`config.mk`:
```
export PLATFORM = sky130hd
export DESIGN_NAME = mac_kbd_link
export DESIGN_NICKNAME = d
export VERILOG_FILES = /design/src/rtl/mac_kbd_link.sv
export SDC_FILE = /design/constraint.sdc
export NUM_CORES = 1
export LEC_CHECK = 0
export CAP_MARGIN = 20
export CORE_MARGIN = 3
export CORE_UTILIZATION = 40
export DETAILED_ROUTE_END_ITERATION = 8
export PLACE_DENSITY = 0.62
export SLEW_MARGIN = 20
export SYNTH_ARGS = -nofsm -noshare
export SYNTH_HDL_FRONTEND = slang
export SYNTH_SLANG_ARGS = --single-unit
```
`constraint.sdc`:
```
create_clock -name clk -period 5.4 [get_ports clk]
set_clock_uncertainty 0.1 [all_clocks]
set_input_delay 1.08 -clock clk [delete_from_list [all_inputs] [get_ports clk]]
set_output_delay 1.08 -clock clk [all_outputs]
set_load 0.05 [all_outputs]
```
`src/rtl/mac_kbd_link.sv`:
```
// Mac Plus keyboard / ADB serial link: drives kbdclk, captures command
// bytes from the Mac and replies from a small response FIFO.
module mac_kbd_link #(
    parameter int                   DATA_BITS  = 8,
    parameter int                   DIV_PLUS   = 1300,
    parameter int                   DIV_ADB    = 80,
    parameter int                   RESP_DEPTH = 4,
    parameter int                   TIMEOUT    = 2000000,
    parameter logic [DATA_BITS-1:0] NULL_BYTE  = 8'h7B
) (
    input  logic                        clk,
    input  logic                        _reset,
    input  logic                        clk_en,
    input  logic                        mode,
    input  logic                        start,
    input  logic                        dat_i,
    output logic                        dat_o,
    output logic                        kbdclk,
    output logic [DATA_BITS-1:0]        cmd_data,
    output logic                        cmd_strobe,
    input  logic [DATA_BITS-1:0]        rsp_data,
    input  logic                        rsp_valid,
    output logic                        rsp_ready,
    input  logic                        flush,
    output logic                        busy,
    output logic [$clog2(RESP_DEPTH):0] level
);

    localparam int DIV_MAX = (DIV_PLUS > DIV_ADB) ? DIV_PLUS : DIV_ADB;
    localparam int DW = $clog2(DIV_MAX + 1);
    localparam int TW = $clog2(TIMEOUT + 1);
    localparam int BW = $clog2(DATA_BITS);
    localparam int AW = $clog2(RESP_DEPTH);

    localparam logic [1:0] IDLE    = 2'd0;
    localparam logic [1:0] TX      = 2'd1;
    localparam logic [1:0] WAIT_RX = 2'd2;
    localparam logic [1:0] RX      = 2'd3;

    localparam logic [BW-1:0] LAST     = BW'(DATA_BITS - 1);
    localparam logic [TW-1:0] TMO      = TW'(TIMEOUT);
    localparam logic [AW:0]   FULL_LVL = (AW + 1)'(RESP_DEPTH);

    logic [1:0]           state;
    logic [DW-1:0]        cnt;
    logic [DW-1:0]        div;
    logic [BW-1:0]        bitcnt;
    logic [TW-1:0]        tcnt;
    logic [DATA_BITS-1:0] shreg;
    logic [DATA_BITS-1:0] rxbyte;
    logic                 start_q;
    logic                 start_rise;
    logic                 mode_q;

    logic [DATA_BITS-1:0] mem [RESP_DEPTH];
    logic [AW-1:0]        wr_ptr;
    logic [AW-1:0]        rd_ptr;
    logic                 empty;
    logic                 push;
    logic                 pop;

    assign empty      = (level == '0);
    assign rsp_ready  = (level != FULL_LVL);
    assign push       = rsp_valid && rsp_ready && !flush;
    assign busy       = (state != IDLE);
    assign start_rise = start && !start_q;
    // mode_q is frozen outside IDLE so a mid-byte mode change waits
    assign div = mode_q ? DW'(DIV_ADB) : DW'(DIV_PLUS);

    always_comb begin
        pop = 1'b0;
        if (clk_en && !empty) begin
            if (state == IDLE && mode && !start_rise)
                pop = 1'b1;
            if (state == WAIT_RX && dat_i)
                pop = 1'b1;
        end
    end

    always_ff @(posedge clk) begin
        if (push)
            mem[wr_ptr] <= rsp_data;
    end

    always_ff @(posedge clk or negedge _reset) begin
        if (!_reset) begin
            wr_ptr <= '0;
            rd_ptr <= '0;
            level  <= '0;
        end else if (flush) begin
            wr_ptr <= '0;
            rd_ptr <= '0;
            level  <= '0;
        end else begin
            if (push)
                wr_ptr <= wr_ptr + 1'b1;
            if (pop)
                rd_ptr <= rd_ptr + 1'b1;
            if (push && !pop)
                level <= level + 1'b1;
            else if (pop && !push)
                level <= level - 1'b1;
        end
    end

    always_ff @(posedge clk or negedge _reset) begin
        if (!_reset) begin
            state      <= IDLE;
            cnt        <= '0;
            kbdclk     <= 1'b1;
            dat_o      <= 1'b1;
            bitcnt     <= '0;
            tcnt       <= '0;
            shreg      <= '0;
            rxbyte     <= '0;
            cmd_data   <= '0;
            cmd_strobe <= 1'b0;
            start_q    <= 1'b0;
            mode_q     <= 1'b0;
        end else begin
            cmd_strobe <= 1'b0;
            if (clk_en) begin
                start_q <= start;
                unique case (1'b1)
                    state == IDLE: begin
                        mode_q <= mode;
                        cnt    <= '0;
                        kbdclk <= 1'b1;
                        if (mode ? start_rise : !dat_i) begin
                            state <= TX;
                        end else if (pop) begin
                            rxbyte <= mem[rd_ptr];
                            state  <= RX;
                        end
                    end
                    state == TX, state == RX: begin
                        if (cnt == div) begin
                            cnt    <= '0;
                            kbdclk <= !kbdclk;
                            if (kbdclk) begin
                                if (state == TX)
                                    shreg <= {shreg[DATA_BITS-2:0], dat_i};
                                else
                                    dat_o <= rxbyte[LAST - bitcnt];
                            end else if (bitcnt == LAST) begin
                                bitcnt <= '0;
                                if (state == TX) begin
                                    cmd_data   <= shreg;
                                    cmd_strobe <= 1'b1;
                                    tcnt       <= '0;
                                    state      <= mode_q ? IDLE : WAIT_RX;
                                end else begin
                                    dat_o <= 1'b1;
                                    state <= IDLE;
                                end
                            end else begin
                                bitcnt <= bitcnt + 1'b1;
                            end
                        end else begin
                            cnt <= cnt + 1'b1;
                        end
                    end
                    state == WAIT_RX: begin
                        if (pop) begin
                            rxbyte <= mem[rd_ptr];
                            state  <= RX;
                        end else if (dat_i && tcnt == TMO) begin
                            rxbyte <= NULL_BYTE;
                            state  <= RX;
                        end
                        if (tcnt != TMO)
                            tcnt <= tcnt + 1'b1;
                    end
                endcase
            end
        end
    end

endmodule

```
==> summary.txt, run 1 <==
RR Endpoint - level[2]
total CTS buffers - 9
Slew Limit Fails - 0
Max VDD drop - 0.000228 V
Hold Path End - dat_o
vias in the first global route - 3383
Layout fillers - 1110
synthesized cell area - 0.00505 mm2
Core Area - 0.0122 mm2
actual slew at the worst max-slew pin - 946 ps
via/cell ratio - 5.49
sequential share of the synthesized area - 0.553
clk root buf - clkbuf_16
PnR Total Power - 1760 uW
flops & latches, synth - 105
CP top delay family - simple AND/OR/NAND/NOR gates
synth unique cells - 60
Die W - 118 um
Final nets - 472
Min-Delay Path Depth - 2
Maximum Capacitance Violations - 0
Synth Flop Type - dfrtp_1
# setup viols final - 0
Post-CTS Resized - 0
DRC - 0
Avg Cell Area, Syn - 12.0 um2
Multi-input gate area - 0.00212 mm2
source of the worst hold timing path - dat_o
Rel. slew slack - 0.370
worst-path fanout max - 12
Async SR Flop Fraction - 0.695
CTS tree - yes
htree depth - 3
startpoint of the worst register-to-register path - state[1]
area grow syn2layout - 14.6%
Yosys Warn Count - 0
Largest stage delay, worst path - 560 ps
setup TNS - 0 ps
remaining antenna violation count - 0
Worst setup EP type - register
Reg area - 0.00279 mm2
Crit Path Class - in -> reg
Reg clk slew, reported paths - 70 ps
outcome - completed
Pleak - 0.00232 uW
WL final - 9.92 mm
Post-CTS Repair Setup Buffers - 0
Data arrival, critical path - 3940 ps
GPL Wtd Cong - 0.819
grt ovf - 0
CP cell instances - clkdlybuf4s50_1 > nand2b_1 > o21ai_0 > nand2_1 > and2_1 > fa_1 > a211oi_1 > o21ai_0 > nor3b_1
DR vias - 3391
DR pass1 iterations - 4
Worst EP required - 5530 ps
clock tree buffer depth - 2
min Tclk post-route - 3810 ps
Clk Latency, worst-skew pair - 350 ps
Chip Height - 118 um
PortBufs - 31
CP Launch Type - input pin
IO Count - 32
Most common cell on crit path - o21ai_0
Final HPWL DP - 6.63 mm
Starting Density - 0.415
largest net degree at the start of global routing - 74
CP bufs+invs - 1
share of cells above drive strength 1 - 0.140
initial antenna violation count - 0
Worst Hold Class - reg -> reg
CP max-delay cell - o21ai_0
Final Cycle Share - 0.706
die area - 0.0140 mm2
number of synthesized flops with an enable pin - 32
reg2reg path depth - 8
initial DRC count - 199
pwr/cell area - 303 mW/mm2
global-route wire length before repair - 17.2 mm
Syn Inst Count - 419
CTS Sinks - 105
Fin. Hold Viols - 0
R2R setup slack - 2250 ps
setup repair after global routing missed its margin - false
FP Rows - 40
drt wl/cell - 16.1 um
post-cts hold buffer count - 0
n_diodes - 0
net count after synthesis - 446
total track usage - 0.152
Fmax - 262 MHz
==> cell families (layout without fill, tap and decap cells) <==
family,Yosys count,after routing,synth area share
multiplexers,42,42,0.114
adder cells (fa/ha/maj),11,11,0.0287
AND/OR/NAND/NOR,137,137,0.158
buffers and inverters,34,65,0.0270
XOR/XNOR,3,3,0.00521
AO/OA/AOI/OAI,87,87,0.115
flip-flops,105,105,0.553
==> cell usage in the layout, fill, tap and decap left out, types with 10 or more instances in the layout <==
master / netlist / routed
dfrtp_1: 71 / 71
edfxtp_1: 32 / 32
clkdlybuf4s50_1: 0 / 30
nand2_1: 28 / 28
mux2_2: 23 / 23
a31oi_1: 21 / 21
inv_1: 16 / 16
o21ai_0: 16 / 16
nand3_1: 15 / 15
nor2_1: 14 / 14
and3_1: 14 / 14
a21oi_1: 14 / 14
nand2b_1: 10 / 10
mux4_2: 10 / 10
ha_1: 10 / 10
==> worst max-delay path by stage <==
stage	start	endpoint	slack [ps]	depth (start not counted)
floorplan	start	level[2]	2180	9
global placement	start	level[2]	1450	9
detailed placement	start	level[2]	1250	9
CTS	start	level[2]	1630	9
global route	mode	level[2]	1330	9
finish	mode	level[2]	1590	9
==> cell usage after synthesis, drive strengths merged, types with 5 or more instances <==
master | instances | area [um2]
and3 | 14 | 87.6
mux4 | 10 | 225
buf | 7 | 35.0
a21oi | 14 | 70.1
nand2 | 28 | 105
a21o | 5 | 37.5
a31oi | 21 | 131
dfrtp | 71 | 1780
nor3 | 7 | 35.0
edfxtp | 32 | 961
clkbuf | 11 | 41.3
o21ai | 17 | 88.8
nor2 | 14 | 52.6
ha | 10 | 125
nor2b | 5 | 31.3
inv | 16 | 60.1
nand3 | 15 | 75.1
nor3b | 6 | 45.0
nand2b | 10 | 62.6
nand4 | 8 | 50.1
and2 | 9 | 56.3
nor4 | 6 | 65.1
mux2 | 23 | 259
mux2i | 9 | 90.1
==> area by class of cell <==
cell class / instances / share of cell area
flip-flops and latches: 105 / 0.482
clock inverters: 5 / 0.00692
multi-input cells: 280 / 0.367
repair buffers: 33 / 0.0558
well taps: 168 / 0.0363
clock buffers: 11 / 0.0419
inverters: 16 / 0.0104
==> state kept, by name (all words and copies together) (netlist names) <==
name and count:
rd_ptr 2, wr_ptr 2, cmd_data 8, shreg 8
level 3, kbdclk 1, mode_q 1, mem 32
rxbyte 8, state 2, cnt 11, tcnt 21
start_q 1, bitcnt 3, cmd_strobe 1, dat_o 1
==> report_power, final <==
group / leakage (uW) / internal (uW) / switching (uW) / total, uW
clock network: 0.000140 / 329 / 294 / 623
logic: 0.000938 / 88.9 / 113 / 202
registers: 0.00124 / 872 / 58.9 / 931
==> worst register-to-register path: stages, from the launching register on <==
cell      delay (ps)
dfrtp_1          490
nand2b_1         190
o21ai_0          560
nand2_1          450
and2_1           320
fa_1             390
a211oi_1         290
o21ai_0          120
nor3b_1          140
==> per-stage QoR <==
stage | utilization | std cells | cell area, um2 | worst slack, ps | hold slack [ps]
finish | 0.476 | 618 | 5790 | 1590 | 389
CTS | 0.476 | 618 | 5790 | 1630 | 386
detailed placement | 0.453 | 602 | 5510 | 1250 | 376
floorplan | - | 419 | 5050 | 2180 | 356
global route | 0.476 | 618 | 5790 | 1330 | 415
global placement | 0.453 | 602 | 5510 | 1450 | 376
==> metal layers <==
metal	track usage	wire length, um	vias to the layer above
met5	0	0	-
met4	0.0374	114	0
met3	0.0459	360	10
met2	0.252	4870	49
met1	0.195	4570	1700
li1	-	-	1632
Power figures use the tool's default switching activity.
==> run 2, diff against run 1 <==
--- a/config.mk
+++ b/config.mk
@@ -9,7 +9,7 @@
 export CORE_MARGIN = 3
 export CORE_UTILIZATION = 40
 export DETAILED_ROUTE_END_ITERATION = 8
-export PLACE_DENSITY = 0.62
+export PLACE_DENSITY = 0.64
 export SLEW_MARGIN = 20
 export SYNTH_ARGS = -nofsm -noshare
 export SYNTH_HDL_FRONTEND = slang
==> constraint.sdc (replaced) <==
create_clock -name clk -period 3.3 [get_ports clk]
set_clock_uncertainty 0.1 [all_clocks]
set_input_delay 0.66 -clock clk [delete_from_list [all_inputs] [get_ports clk]]
set_output_delay 0.66 -clock clk [all_outputs]
set_load 0.05 [all_outputs]
==> summary.txt, run 2 (synthesized netlist as in run 1, its figures left out) <==
outcome - completed
clk root buf - clkbuf_16
via/cell ratio - 5.41 (-1.4%)
CP Launch Type - register
largest register by flop count - mem
CP Launch Point - state[0]
DRC - 0 (unchanged)
setup repair after global routing missed its margin - false
clock tree buffer depth - 2 (unchanged)
die area - 0.0140 mm2 (unchanged)
n_diodes - 0 (unchanged)
Rel. slew slack - 0.377 (+0.00707)
final worst slack - 473 ps (-1120 ps)
Worst EP required - 2540 ps (-2990 ps)
IO Count - 32 (unchanged)
Largest stage delay, worst path - 810 ps (+250 ps)
htree depth - 3 (unchanged)
Max VDD drop - 0.000359 V (+58%)
area grow syn2layout - 15.6%
drt wl/cell - 16.2 um (+0.90%)
initial antenna violation count - 0 (unchanged)
post-cts hold buffer count - 0 (unchanged)
max FFs per register - 32 (unchanged)
actual slew at the worst max-slew pin - 935 ps (-10.6 ps)
Layout fillers - 1069 (-3.7%)
commonest non-fill, non-tap cell in the layout - dfrtp_1
biggest regs - mem: 32 flops, tcnt: 21 flops, cnt: 11 flops
Fin. Hold Viols - 0 (unchanged)
total CTS buffers - 9 (unchanged)
Fmax - 354 MHz
setup TNS - 0 ps (unchanged)
Reg area - 0.00279 mm2 (unchanged)
vias in the first global route - 3351 (-0.95%)
share of cells above drive strength 1 - 0.155 (+0.0154)
Min Hold Slack - 339 ps (-50.2 ps)
pwr/cell area - 494 mW/mm2 (+63%)
Post-CTS Resized - 0 (unchanged)
most frequent cells in the layout - 71 x dfrtp_1, 32 x edfxtp_1, 30 x clkdlybuf4s50_1
largest net degree at the start of global routing - 74 (unchanged)
DP Worst Slack - 233 ps (-1020 ps)
initial DRC count - 206 (+3.5%)
CTS Sinks - 105 (unchanged)
CP cell instances - nor2_1 > inv_1 > clkdlybuf4s50_1
PortBufs - 31 (unchanged)
min Tclk post-route - 2830 ps
Final HPWL DP - 6.83 mm (+3.0%)
Worst Hold Class - in -> async
Pleak - 0.00235 uW (+1.3%)
grt ovf - 0 (unchanged)
Final Cycle Share - 0.857
CP max-delay cell - clkdlybuf4s50_1
WL final - 10.1 mm (+2.0%)
DR vias - 3382 (-0.27%)
DR pass1 iterations - 7 (+3)
worst-path fanout max - 16 (+4)
Die W - 118 um (unchanged)
Crit Path Class - reg -> out
Maximum Capacitance Violations - 0 (unchanged)
CTS tree - yes
Post-CTS Repair Setup Buffers - 0 (unchanged)
Clk Latency, worst-skew pair - 350 ps (about the same)
total track usage - 0.151 (-0.000530)
Worst setup EP type - output pin
FP Rows - 40 (unchanged)
fin area - 0.00583 mm2 (+0.80%)
Data arrival, critical path - 2070 ps (-1870 ps)
global-route wire length before repair - 17.0 mm (-1.0%)
Multi-input gate area - 0.00212 mm2 (unchanged)
GPL Wtd Cong - 0.842 (+2.7%)
# setup viols final - 0 (unchanged)
Finished Core Util - 0.480 (+0.00381)
Final nets - 479 (+1.5%)
Core Area - 0.0122 mm2 (unchanged)
Reg clk slew, reported paths - 70 ps (about the same)
startpoint of the worst register-to-register path - level[0]
remaining antenna violation count - 0 (unchanged)
Starting Density - 0.415 (unchanged)
Slew Limit Fails - 0 (unchanged)
Chip Height - 118 um (unchanged)
DP Area - 0.00556 mm2 (+0.95%)
-- run 2: cell count changes in the layout (fill, tap and decap cells not counted), sizes merged --
cell	before	now
buf	3	10
clkbuf	11	9
clkinv	4	2
clkinvlp	0	2
inv	17	19
-- run 2: area by class of cell --
cell class,count,area share
clock inverters,7,0.00879
clock buffers,9,0.0386
multi-input cells,280,0.364
well taps,168,0.0360
flip-flops and latches,105,0.478
inverters,16,0.0103
repair buffers,40,0.0643
-- run 2: critical path, delay by kind of cell (launching register included) --
family / cells / cell delay [ps]
buffers and inverters: 2 / 910
DFF: 1 / 680
and+or+nand+nor: 1 / 130
-- run 2: worst paths after layout --
check / slack, ps / cells after the start / endpoint
hold / removal: 340 / 1 / tcnt[11]
setup reg to reg: 680 / 8 / level[2]
max in group asynchronous: 2140 / 1 / cmd_data[1]
hold reg to reg: 390 / 2 / dat_o
min in group clk: 390 / 2 / dat_o
setup / recovery: 470 / 3 / busy
-- run 2: per-stage QoR --
step | total power, uW | std cells
finish | 2880 | 625
CTS | 2910 | 625
global route | 3010 | 625
detailed placement | 1890 | 609
global placement | 1870 | 609
floorplan | 1750 | 419
-- run 2: power by group --
part | internal, uW | leakage [uW] | switching (uW)
combinational | 149 | 0.000974 | 187
clock | 518 | 0.000134 | 499
sequential | 1430 | 0.00124 | 99.9
total | 2090 | 0.00235 | 785
-- run 2: layer usage --
layer | routed length, um | share of wire | track usage | vias to the layer above
li1 | - | - | - | 1638
met3 | 329 | 0.033 | 0.0368 | 13
met5 | 0 | 0 | 0 | -
met2 | 5000 | 0.49 | 0.255 | 49
met1 | 4660 | 0.46 | 0.193 | 1682
met4 | 136 | 0.013 | 0.0469 | 0
